<file path="config.mk">
export PLATFORM = sky130hd
export DESIGN_NAME = partition_buffers
export DESIGN_NICKNAME = d
export VERILOG_FILES = /design/src/rtl/partition_buffers.sv
export SDC_FILE = /design/constraint.sdc
export NUM_CORES = 1
export LEC_CHECK = 0
export CAP_MARGIN = 20
export CORE_MARGIN = 2
export CORE_UTILIZATION = 45
export DETAILED_ROUTE_END_ITERATION = 8
export DONT_BUFFER_PORTS = 1
export PLACE_DENSITY = 0.57
export SYNTH_ARGS = -nofsm -noshare
export SYNTH_HDL_FRONTEND = slang
export SYNTH_SLANG_ARGS = --single-unit
export TNS_END_PERCENT = 50
</file>
<file path="constraint.sdc">
create_clock -name clk -period 8.15 [get_ports clk]
set_input_delay 0.815 -clock clk [delete_from_list [all_inputs] [get_ports clk]]
set_output_delay 0.815 -clock clk [all_outputs]
set_load 0.01 [all_outputs]
</file>
<file path="src/rtl/partition_buffers.sv">
// ---------------------------------------------------------------------------
// partition_buffers
//
// Pivot-partition fill stage for a quickselect median pipeline.
// A window of pixels is streamed in. Each pixel is compared against a pivot
// that is latched with the first pixel of the window. Pixels below the pivot
// go into the lower buffer and pixels above it go into the larger buffer.
// Pixels equal to the pivot are only counted. When the window is complete,
// one partition can be drained as a FIFO-style stream, or the window can be
// discarded.
//
// Optional feature:
//   PARTITION_MINMAX_EN - when defined, min/max trackers are built for both
//                         partitions. When undefined, min_* is tied to
//                         all-ones and max_* is tied to zero.
//
// Ports:
//   clk, rst_n          clock and asynchronous active-low reset
//   pivot               pivot value, latched with the first accepted pixel
//   in_px, in_px_empty  input pixel stream; in_px_rd is the read strobe
//   in_buff_size        window length, latched with the first accepted pixel
//                       (0 or >BUFF_SIZE selects BUFF_SIZE)
//   lower/equal/larger_size   partition counts
//   min/max_lower/larger      partition extrema
//   fill_done           window complete, partitions stable
//   drain_start, drain_sel    drain command (0=lower, 1=larger, 2/3=discard)
//   out_px, out_px_empty, out_px_rd   drained pixel stream
// ---------------------------------------------------------------------------
module partition_buffers #(
    parameter int DATA_W    = 8,
    parameter int BUFF_SIZE = 32,
    parameter int SIZE_W    = $clog2(BUFF_SIZE) + 1
) (
    input  logic              clk,
    input  logic              rst_n,
    input  logic [DATA_W-1:0] pivot,
    input  logic [DATA_W-1:0] in_px,
    input  logic              in_px_empty,
    output logic              in_px_rd,
    input  logic [SIZE_W-1:0] in_buff_size,
    output logic [SIZE_W-1:0] lower_size,
    output logic [SIZE_W-1:0] equal_size,
    output logic [SIZE_W-1:0] larger_size,
    output logic [DATA_W-1:0] min_lower,
    output logic [DATA_W-1:0] max_lower,
    output logic [DATA_W-1:0] min_larger,
    output logic [DATA_W-1:0] max_larger,
    output logic              fill_done,
    input  logic              drain_start,
    input  logic [1:0]        drain_sel,
    output logic [DATA_W-1:0] out_px,
    output logic              out_px_empty,
    input  logic              out_px_rd
);

    localparam int IDX_W = (BUFF_SIZE > 1) ? $clog2(BUFF_SIZE) : 1;
    localparam logic [SIZE_W-1:0] FULL_SIZE = SIZE_W'(BUFF_SIZE);
    localparam logic [DATA_W-1:0] ALL_ONES  = {DATA_W{1'b1}};
    localparam logic [DATA_W-1:0] ALL_ZEROS = {DATA_W{1'b0}};

    typedef enum logic [1:0] {
        FILL  = 2'd0,
        DONE  = 2'd1,
        DRAIN = 2'd2
    } state_t;

    state_t            state_r;
    logic [SIZE_W-1:0] count_r;
    logic [SIZE_W-1:0] lat_size_r;
    logic [DATA_W-1:0] lat_pivot_r;
    logic [SIZE_W-1:0] lower_size_r;
    logic [SIZE_W-1:0] equal_size_r;
    logic [SIZE_W-1:0] larger_size_r;
    logic [SIZE_W-1:0] rd_idx_r;
    logic              sel_larger_r;
    logic              in_px_rd_r;
    logic              fill_done_r;

    logic [DATA_W-1:0] lower_buf_r  [BUFF_SIZE];
    logic [DATA_W-1:0] larger_buf_r [BUFF_SIZE];

    logic              accept_s;
    logic              first_s;
    logic [SIZE_W-1:0] win_size_s;
    logic [DATA_W-1:0] cur_pivot_s;
    logic              is_lower_s;
    logic              is_larger_s;
    logic              last_s;
    logic [SIZE_W-1:0] sel_size_s;
    logic              empty_s;
    logic              pop_s;
    logic              clear_s;
    logic [DATA_W-1:0] out_px_s;

    // A size of zero or beyond the buffer depth means "use the full depth".
    function automatic logic [SIZE_W-1:0] clamp_size(input logic [SIZE_W-1:0] req);
        logic [SIZE_W-1:0] res;
        if ((req == {SIZE_W{1'b0}}) || (req > FULL_SIZE)) begin
            res = FULL_SIZE;
        end else begin
            res = req;
        end
        return res;
    endfunction

    // The first pixel of a window is judged against the live pivot/size,
    // because the latched copies are only written on that same edge.
    assign accept_s    = in_px_rd_r & ~in_px_empty;
    assign first_s     = (count_r == {SIZE_W{1'b0}});
    assign win_size_s  = first_s ? clamp_size(in_buff_size) : lat_size_r;
    assign cur_pivot_s = first_s ? pivot : lat_pivot_r;
    assign is_lower_s  = (in_px < cur_pivot_s);
    assign is_larger_s = (in_px > cur_pivot_s);
    assign last_s      = ((count_r + SIZE_W'(1)) == win_size_s);

    assign sel_size_s  = sel_larger_r ? larger_size_r : lower_size_r;
    assign empty_s     = (rd_idx_r == sel_size_s);
    assign pop_s       = (state_r == DRAIN) & out_px_rd & ~empty_s;
    // Leaving a window (discard, or drain ran dry) wipes all window state.
    assign clear_s     = ((state_r == DONE) & drain_start & drain_sel[1]) |
                         ((state_r == DRAIN) & empty_s);

    // Drained pixel selection straight from the buffer registers.
    always_comb begin
        out_px_s = ALL_ZEROS;
        if ((state_r == DRAIN) && !empty_s) begin
            if (sel_larger_r) begin
                out_px_s = larger_buf_r[rd_idx_r[IDX_W-1:0]];
            end else begin
                out_px_s = lower_buf_r[rd_idx_r[IDX_W-1:0]];
            end
        end else begin
            out_px_s = ALL_ZEROS;
        end
    end

    assign out_px       = out_px_s;
    assign out_px_empty = (state_r == DRAIN) ? empty_s : 1'b1;
    assign in_px_rd     = in_px_rd_r;
    assign fill_done    = fill_done_r;
    assign lower_size   = lower_size_r;
    assign equal_size   = equal_size_r;
    assign larger_size  = larger_size_r;

    // Control FSM: window fill, hold, and drain sequencing with counters.
    always_ff @(posedge clk or negedge rst_n) begin
        if (!rst_n) begin
            state_r       <= FILL;
            count_r       <= {SIZE_W{1'b0}};
            lat_size_r    <= {SIZE_W{1'b0}};
            lat_pivot_r   <= ALL_ZEROS;
            lower_size_r  <= {SIZE_W{1'b0}};
            equal_size_r  <= {SIZE_W{1'b0}};
            larger_size_r <= {SIZE_W{1'b0}};
            rd_idx_r      <= {SIZE_W{1'b0}};
            sel_larger_r  <= 1'b0;
            in_px_rd_r    <= 1'b1;
            fill_done_r   <= 1'b0;
        end else begin
            case (state_r)
                FILL: begin
                    if (accept_s) begin
                        if (first_s) begin
                            lat_pivot_r <= pivot;
                            lat_size_r  <= win_size_s;
                        end
                        count_r <= count_r + SIZE_W'(1);
                        if (is_lower_s) begin
                            lower_size_r <= lower_size_r + SIZE_W'(1);
                        end else if (is_larger_s) begin
                            larger_size_r <= larger_size_r + SIZE_W'(1);
                        end else begin
                            equal_size_r <= equal_size_r + SIZE_W'(1);
                        end
                        if (last_s) begin
                            state_r     <= DONE;
                            in_px_rd_r  <= 1'b0;
                            fill_done_r <= 1'b1;
                        end
                    end
                end
                DONE: begin
                    if (drain_start) begin
                        fill_done_r <= 1'b0;
                        rd_idx_r    <= {SIZE_W{1'b0}};
                        if (drain_sel[1]) begin
                            state_r       <= FILL;
                            in_px_rd_r    <= 1'b1;
                            count_r       <= {SIZE_W{1'b0}};
                            lower_size_r  <= {SIZE_W{1'b0}};
                            equal_size_r  <= {SIZE_W{1'b0}};
                            larger_size_r <= {SIZE_W{1'b0}};
                        end else begin
                            state_r      <= DRAIN;
                            sel_larger_r <= drain_sel[0];
                        end
                    end
                end
                DRAIN: begin
                    if (empty_s) begin
                        state_r       <= FILL;
                        in_px_rd_r    <= 1'b1;
                        count_r       <= {SIZE_W{1'b0}};
                        rd_idx_r      <= {SIZE_W{1'b0}};
                        lower_size_r  <= {SIZE_W{1'b0}};
                        equal_size_r  <= {SIZE_W{1'b0}};
                        larger_size_r <= {SIZE_W{1'b0}};
                    end else if (pop_s) begin
                        rd_idx_r <= rd_idx_r + SIZE_W'(1);
                    end
                end
                default: begin
                    state_r     <= FILL;
                    in_px_rd_r  <= 1'b1;
                    fill_done_r <= 1'b0;
                    count_r     <= {SIZE_W{1'b0}};
                end
            endcase
        end
    end

    // Partition storage; contents are don't-care after reset so no reset here.
    always_ff @(posedge clk) begin
        if (accept_s && is_lower_s) begin
            lower_buf_r[lower_size_r[IDX_W-1:0]] <= in_px;
        end else if (accept_s && is_larger_s) begin
            larger_buf_r[larger_size_r[IDX_W-1:0]] <= in_px;
        end
    end

`ifdef PARTITION_MINMAX_EN
    logic [DATA_W-1:0] min_lower_r;
    logic [DATA_W-1:0] max_lower_r;
    logic [DATA_W-1:0] min_larger_r;
    logic [DATA_W-1:0] max_larger_r;

    // Running extrema of each partition, reset to the empty-set values.
    always_ff @(posedge clk or negedge rst_n) begin
        if (!rst_n) begin
            min_lower_r  <= ALL_ONES;
            max_lower_r  <= ALL_ZEROS;
            min_larger_r <= ALL_ONES;
            max_larger_r <= ALL_ZEROS;
        end else if (clear_s) begin
            min_lower_r  <= ALL_ONES;
            max_lower_r  <= ALL_ZEROS;
            min_larger_r <= ALL_ONES;
            max_larger_r <= ALL_ZEROS;
        end else if (accept_s && is_lower_s) begin
            if (in_px < min_lower_r) begin
                min_lower_r <= in_px;
            end
            if (in_px > max_lower_r) begin
                max_lower_r <= in_px;
            end
        end else if (accept_s && is_larger_s) begin
            if (in_px < min_larger_r) begin
                min_larger_r <= in_px;
            end
            if (in_px > max_larger_r) begin
                max_larger_r <= in_px;
            end
        end
    end

    assign min_lower  = min_lower_r;
    assign max_lower  = max_lower_r;
    assign min_larger = min_larger_r;
    assign max_larger = max_larger_r;
`else
    assign min_lower  = ALL_ONES;
    assign max_lower  = ALL_ZEROS;
    assign min_larger = ALL_ONES;
    assign max_larger = ALL_ZEROS;
`endif

endmodule

</file>
After elaboration in Yosys (flattened, before gate mapping). Memory sizes are Yosys's and may differ from the RTL's. Cells that the tools add are included.

RAM bits: 512. Output and inout bits: 61. Memories kept: 2. Bits in registers: 49. Bits of input ports: 29. Logic and storage cells: 111.

Memory list: larger_buf_r (depth 32, bits a word 8, rd ports 1, clocked after Yosys merged registers in 0, wr ports 1, RTL line 80) `logic [DATA_W-1:0] larger_buf_r [BUFF_SIZE];`; lower_buf_r (depth 32, bits a word 8, rd ports 1, clocked after Yosys merged registers in 0, wr ports 1, RTL line 79) `logic [DATA_W-1:0] lower_buf_r [BUFF_SIZE];`.

Bitwise logic cells: 7. Reductions and logical operators: 21. Eq/ne operators: 14. Add/subtract/negate cells: 5. Multiplexer cells: 48. Magnitude comparators: 3.

Operators with widths (count): two-way mux 6 bit (18); case mux 6 bit (3 select lines) (4); adder 6 x 1 -> 6 bit, second input constant (5); two-way mux 8 bit (3); != test 2 bit, second input constant (9); two-way mux 1 bit (14); AND reduction 7 bit (2); == test 6 bit (2); logical NOT 6 bit (2); case mux 6 bit (2 select lines) (1); AND reduction 4 bit (3); two-way mux 2 bit (5); AND reduction 3 bit (3); greater-than comparator 8 bit (1); < comparator 8 bit (1); greater-than comparator 6 bit, second input constant (1); case mux 1 bit (3 select lines) (2); case mux 2 bit (3 select lines) (1); AND reduction 6 bit (1); AND reduction 5 bit (1); NOT 1 bit (4); bitwise AND 1 bit (3); logical AND 1 bit (3); != test 3 bit, second input constant (1); 8 further kinds (8).

Longest topological paths before layout.
Word-level depth: 8. Gate-level depth with buffers: 15. Mapped depth without buffers: 13.

Worst setup path after synthesis. Ideal clock, no wire load.

Path type: reg2reg. From: register count_r[0]. To: memory lower_buf_r[0][0], enable pin. Setup slack: 4.169 ns. Path buffers: 1. Arrival: 3.611 ns. Required time: 7.780 ns. Cell stages (with the launch flop): 14. Clock period less this slack: 3.981 ns. Setup time: 0.370 ns. Cell sequence: dfrtp_1 > inv_1 > ha_1 > or3b_1 > clkbuf_2 > nor2_2 > mux2i_1 > ha_1 > and3_1 > a221o_1 > a21o_1 > nor3b_1 > nand2_1 > nor2_1.

Longest elaborated chain between the ends: 6.

Ends and longest elaborated chain: from (decl) (RTL line 68) `logic [SIZE_W-1:0] count_r;`; from (signal assigned) (RTL line 149) `count_r <= {SIZE_W{1'b0}};`; from (signal assigned) (RTL line 167) `count_r <= count_r + SIZE_W'(1);`; from (signal assigned) (RTL line 189) `count_r <= {SIZE_W{1'b0}};`; logical NOT 6 bit (RTL line 109) `assign first_s = (count_r == {SIZE_W{1'b0}});`; two-way mux 8 bit; < comparator 8 bit (RTL line 112) `assign is_lower_s = (in_px < cur_pivot_s);`; logical AND 1 bit (RTL line 224) `if (accept_s && is_lower_s) begin`; two-way mux 1 bit (RTL line 224); two-way mux 1 bit (implied by the code) (RTL line 225) `lower_buf_r[lower_size_r[IDX_W-1:0]] <= in_px;`; to (decl) (RTL line 79).

Every way passes these cells.

Worst setup path after layout.
From: register count_r[0]. To: memory lower_buf_r[21][6], enable pin.

The elaborated chain is that of the path after synthesis.

==> results by group <==
Timing
  – Worst-case setup margin in the final layout: 3.02 ns
  – Slew Limit Fails: 0
  – Final-layout setup total negative slack: 0 ns
  – Ratio of final minimum period to clock period: 0.629
  – Min Tclk post-route: about 5 ns
  – Maximum clock frequency: between 150 and 200 MHz
  – Unrepaired setup endpoints after global routing: false
  – Slew @ Worst Pin: around 0.92 ns
  – Final hold vios: 0
  – Max-Slew Margin vs Limit: 0.385
  – Final count of negative-setup-slack endpoints: 0
  – Setup Skew: 0.0188 ns

CTS
  – CTS buffer count: between 50 and 60
  – Worst-Skew Late Latency: roughly 0.62 ns
  – CTS tree: yes
  – Clock tree root buffer cell: clkbuf_16
  – Clock tree buffer depth: 3
  – Clock transition at the register clock pins on the worst setup and hold paths after CTS: 0.06 ns
  – Number of buffers inserted by post-CTS setup repair: 0
  – Clock sink total: roughly 560
  – H-tree Lvls: 2

Floorplan
  – Overall die area: around 54000 sq um
  – Number of top-level design ports: 90
  – Die width: roughly 230 microns
  – Std-Cell Core Area: roughly 50000 sq um
  – Die Y: between 200 and 250 microns
  – Initial core utilization: 0.457
  – Number of cell rows: 83

Detailed routing
  – Antenna Violating Nets Remaining: 0
  – Total Wirelength: approximately 54000 microns
  – Post-route DRC: 0
  – Detailed Routing Iterations Pass 1: 5
  – DR vias: between 10k and 15k
  – Detailed Route Iter0 Violations: around 1k
  – Post-DR vias/cell: between 5 and 6
  – Wire per inst: 27.4 microns

Pwr
  – Total power per unit cell area: 325 nW/um^2
  – Max VDD drop: 0.183 mV
  – LEAKAGE: 8.18 nW
  – Post-layout power: approximately 8.5 mW

GRT
  – Largest net degree at the start of global routing: between 80 and 90
  – Number of antenna violations at the first check in global routing: 1
  – Global-route usage over all layers: 0.204
  – Number of global-route vias before repair: approximately 11k
  – Global-route wire length before repair: 79400 microns
  – Leftover overflow at the end of global routing: 0

Run
  – Max-Cap Viols: 0

Placement
  – Placed cell count: 1862
  – Worst-case setup slack after placement: between 3 and 4 ns
  – Input/output buffers: 0
  – Global placement routability congestion: around 0.80
  – DPL Wire Length: roughly 33000 microns

Yosys
  – Cell variety after synth: 60
  – Mapped Cells: 1241
  – Synth top area share: 0.653
  – EDFF count, synth: around 510
  – Netlist area before placement: around 24000 sq um
  – Register bit total from synthesis: about 560
  – Post-synth top area cell: edfxtp_1
  – Most area-consuming cells after synthesis: edfxtp_1, mux4_2, dfrtp_1
  – Yosys warning count: 0
  – Most used flip-flop cell after synthesis: edfxtp_1
  – FFs w/ async S/R, synth: 0.0873
  – Post-Syn Area per Cell: around 19 sq um
  – Fraction of the yosys area taken by sequential cells: 0.705

Critical path
  – Startpoint-to-endpoint class of the critical path: reg2reg
  – Category of the worst setup path capture point: flop
  – R2R cell count: 12
  – WP data arrival: 5.37 ns
  – Nature of the critical path startpoint: flop
  – Crit path required time: roughly 8.4 ns
  – Largest fanout on the critical path: 9

Finish
  – Area of combinational cells with multiple inputs: about 6500 sq um
  – Layout fillers: approximately 4.2k
  – Final-stage net count: about 1.3k
  – Final Util: 0.505
  – Antenna cells: 0
  – Reg area: ~17000 sq um
  – Non-filler instance count after layout: ~2.0k
  – Area growth from synthesis to final layout: 10.5%
  – Fraction of layout instances using a drive strength above 1: 0.222

Hold path
  – Worst Hold Class: in2async

Outcome
  – Result of the run: complete, no violations
[layer usage]
| layer | share of wire | routed length [microns] | up-vias | GRT usage |
|---|---|---|---|---|
| met5 | 0.00013 | 7 | - | 0 |
| met4 | 0.015 | 806 | 2 | 0.0422 |
| met3 | 0.081 | 4360 | 66 | 0.0582 |
| met2 | 0.47 | 25100 | 384 | 0.311 |
| met1 | 0.44 | 23600 | 6104 | 0.296 |
| li1 | - | - | 4988 | - |
[power by group]
group          total (mW)  switching [mW]  internal (mW)
combinational        2.13            1.17          0.964
clock                2.69            1.10           1.59
sequential           3.63           0.289           3.34
total                8.45            2.56           5.89
[layout make-up]
type / count / share of cell area
clock buffer: 73 / 0.0592
clock inverter: 34 / 0.0148
inverter: 16 / 0.00231
multi-input combinational: 599 / 0.248
sequential: 561 / 0.639
tap: 680 / 0.0327
timing repair buffer: 8 / 0.00433
[placed cells by master (no fill, tap or decap), types with 4 or more instances in the layout]
cell type / instances
clkinvlp_4: 5
and3_1: 4
a21o_1: 5
nor3b_1: 4
conb_1: 32
a211oi_1: 18
dfrtp_1: 44
mux2_4: 4
mux2i_1: 27
nor2b_1: 14
o21ai_0: 19
mux4_2: 160
xor2_1: 5
or3_1: 16
clkinv_1: 9
inv_1: 15
mux2_2: 11
nand3_1: 15
nand4_1: 4
nand3b_1: 16
ha_1: 24
o211ai_1: 13
nor2_1: 85
nand2b_1: 9
nor3_1: 4
nand2_1: 41
a21oi_1: 13
o31ai_1: 13
clkbuf_1: 13
edfxtp_1: 512
bufinv_16: 8
clkbuf_16: 59
xnor2_1: 5
buf_4: 5
clkinv_2: 10
[stage by stage]
step	cell area (sq um)	hold WS, ns
2_1_floorplan	23700	0.444
3_3_place_gp	24000	0.478
3_5_place_dp	24000	0.473
4_1_cts	26000	0.0175
5_1_grt	26000	0.0151
6_report	26000	0.0547
[registers in the layout, summed over array words and instances, names as in the netlist]
register and flops:
larger_size 6, lower_buf_r 256, sel_larger_r 1, equal_size 6, lower_size 6, in_px_rd 1
larger_buf_r 256, lat_size_r 6, fill_done 1, state_r 2, rd_idx_r 6, count_r 6
lat_pivot_r 8
[Yosys cell counts, types with 13 or more instances]
cell type	number
a211oi_1	18
a21oi_1	13
buf_2	31
buf_4	34
clkbuf_1	22
dfrtp_1	48
edfxtp_1	512
ha_1	24
inv_1	15
mux2i_1	27
mux4_2	160
nand2_1	41
nand3_1	15
nand3b_1	16
nor2_1	85
nor2b_1	14
o211ai_1	13
o21ai_0	19
o31ai_1	13
or3_1	16
[repair_timing]
item / in CTS / in global routing
endpoints found under the hold margin: 48 / 0
resized for setup: 0 / 0
hold buffers: 1 / 0
[path summary, 6_finish.rpt]
check | startpoint | endpoint | slack [ns]
worst max-delay path | count_r[0] | lower_buf_r[21][6] | 3.02
worst min-delay path | rst_n | in_px_rd | 0.05
worst max register to register | count_r[0] | lower_buf_r[21][6] | 3.02
worst min register to register | lat_size_r[0] | lat_size_r[0] | 0.48
max in group asynchronous | rst_n | rd_idx_r[3] | 7.85
min in group clk | in_px[5] | lower_buf_r[20][5] | 0.30
[critical path, stage by stage (launching register included)]
cell	delay [ns]
dfrtp_1	0.43
inv_1	0.12
ha_1	0.18
or3b_1	0.46
nor2_2	0.44
mux2i_1	0.27
ha_1	0.27
and3_1	0.19
a221o_1	0.36
a21o_1	0.22
nor3b_1	0.54
nand2_1	0.56
nor2_1	0.71
[kinds of logic (layout without fill, tap and decap cells)]
| logic type | after synthesis | count (layout) | share of synthesized area |
|---|---|---|---|
| multiplexers | 202 | 202 | 0.172 |
| AO/OA/AOI/OAI | 104 | 104 | 0.0311 |
| buffers and inverters | 111 | 131 | 0.0255 |
| other | 2 | 32 | 0.000319 |
| XOR/XNOR | 11 | 11 | 0.00468 |
| AND/OR/NAND/NOR | 226 | 226 | 0.0483 |
| adder cells (fa/ha/maj) | 24 | 24 | 0.0128 |
| flip-flops | 561 | 561 | 0.705 |
Power figures use the tool's default switching activity.
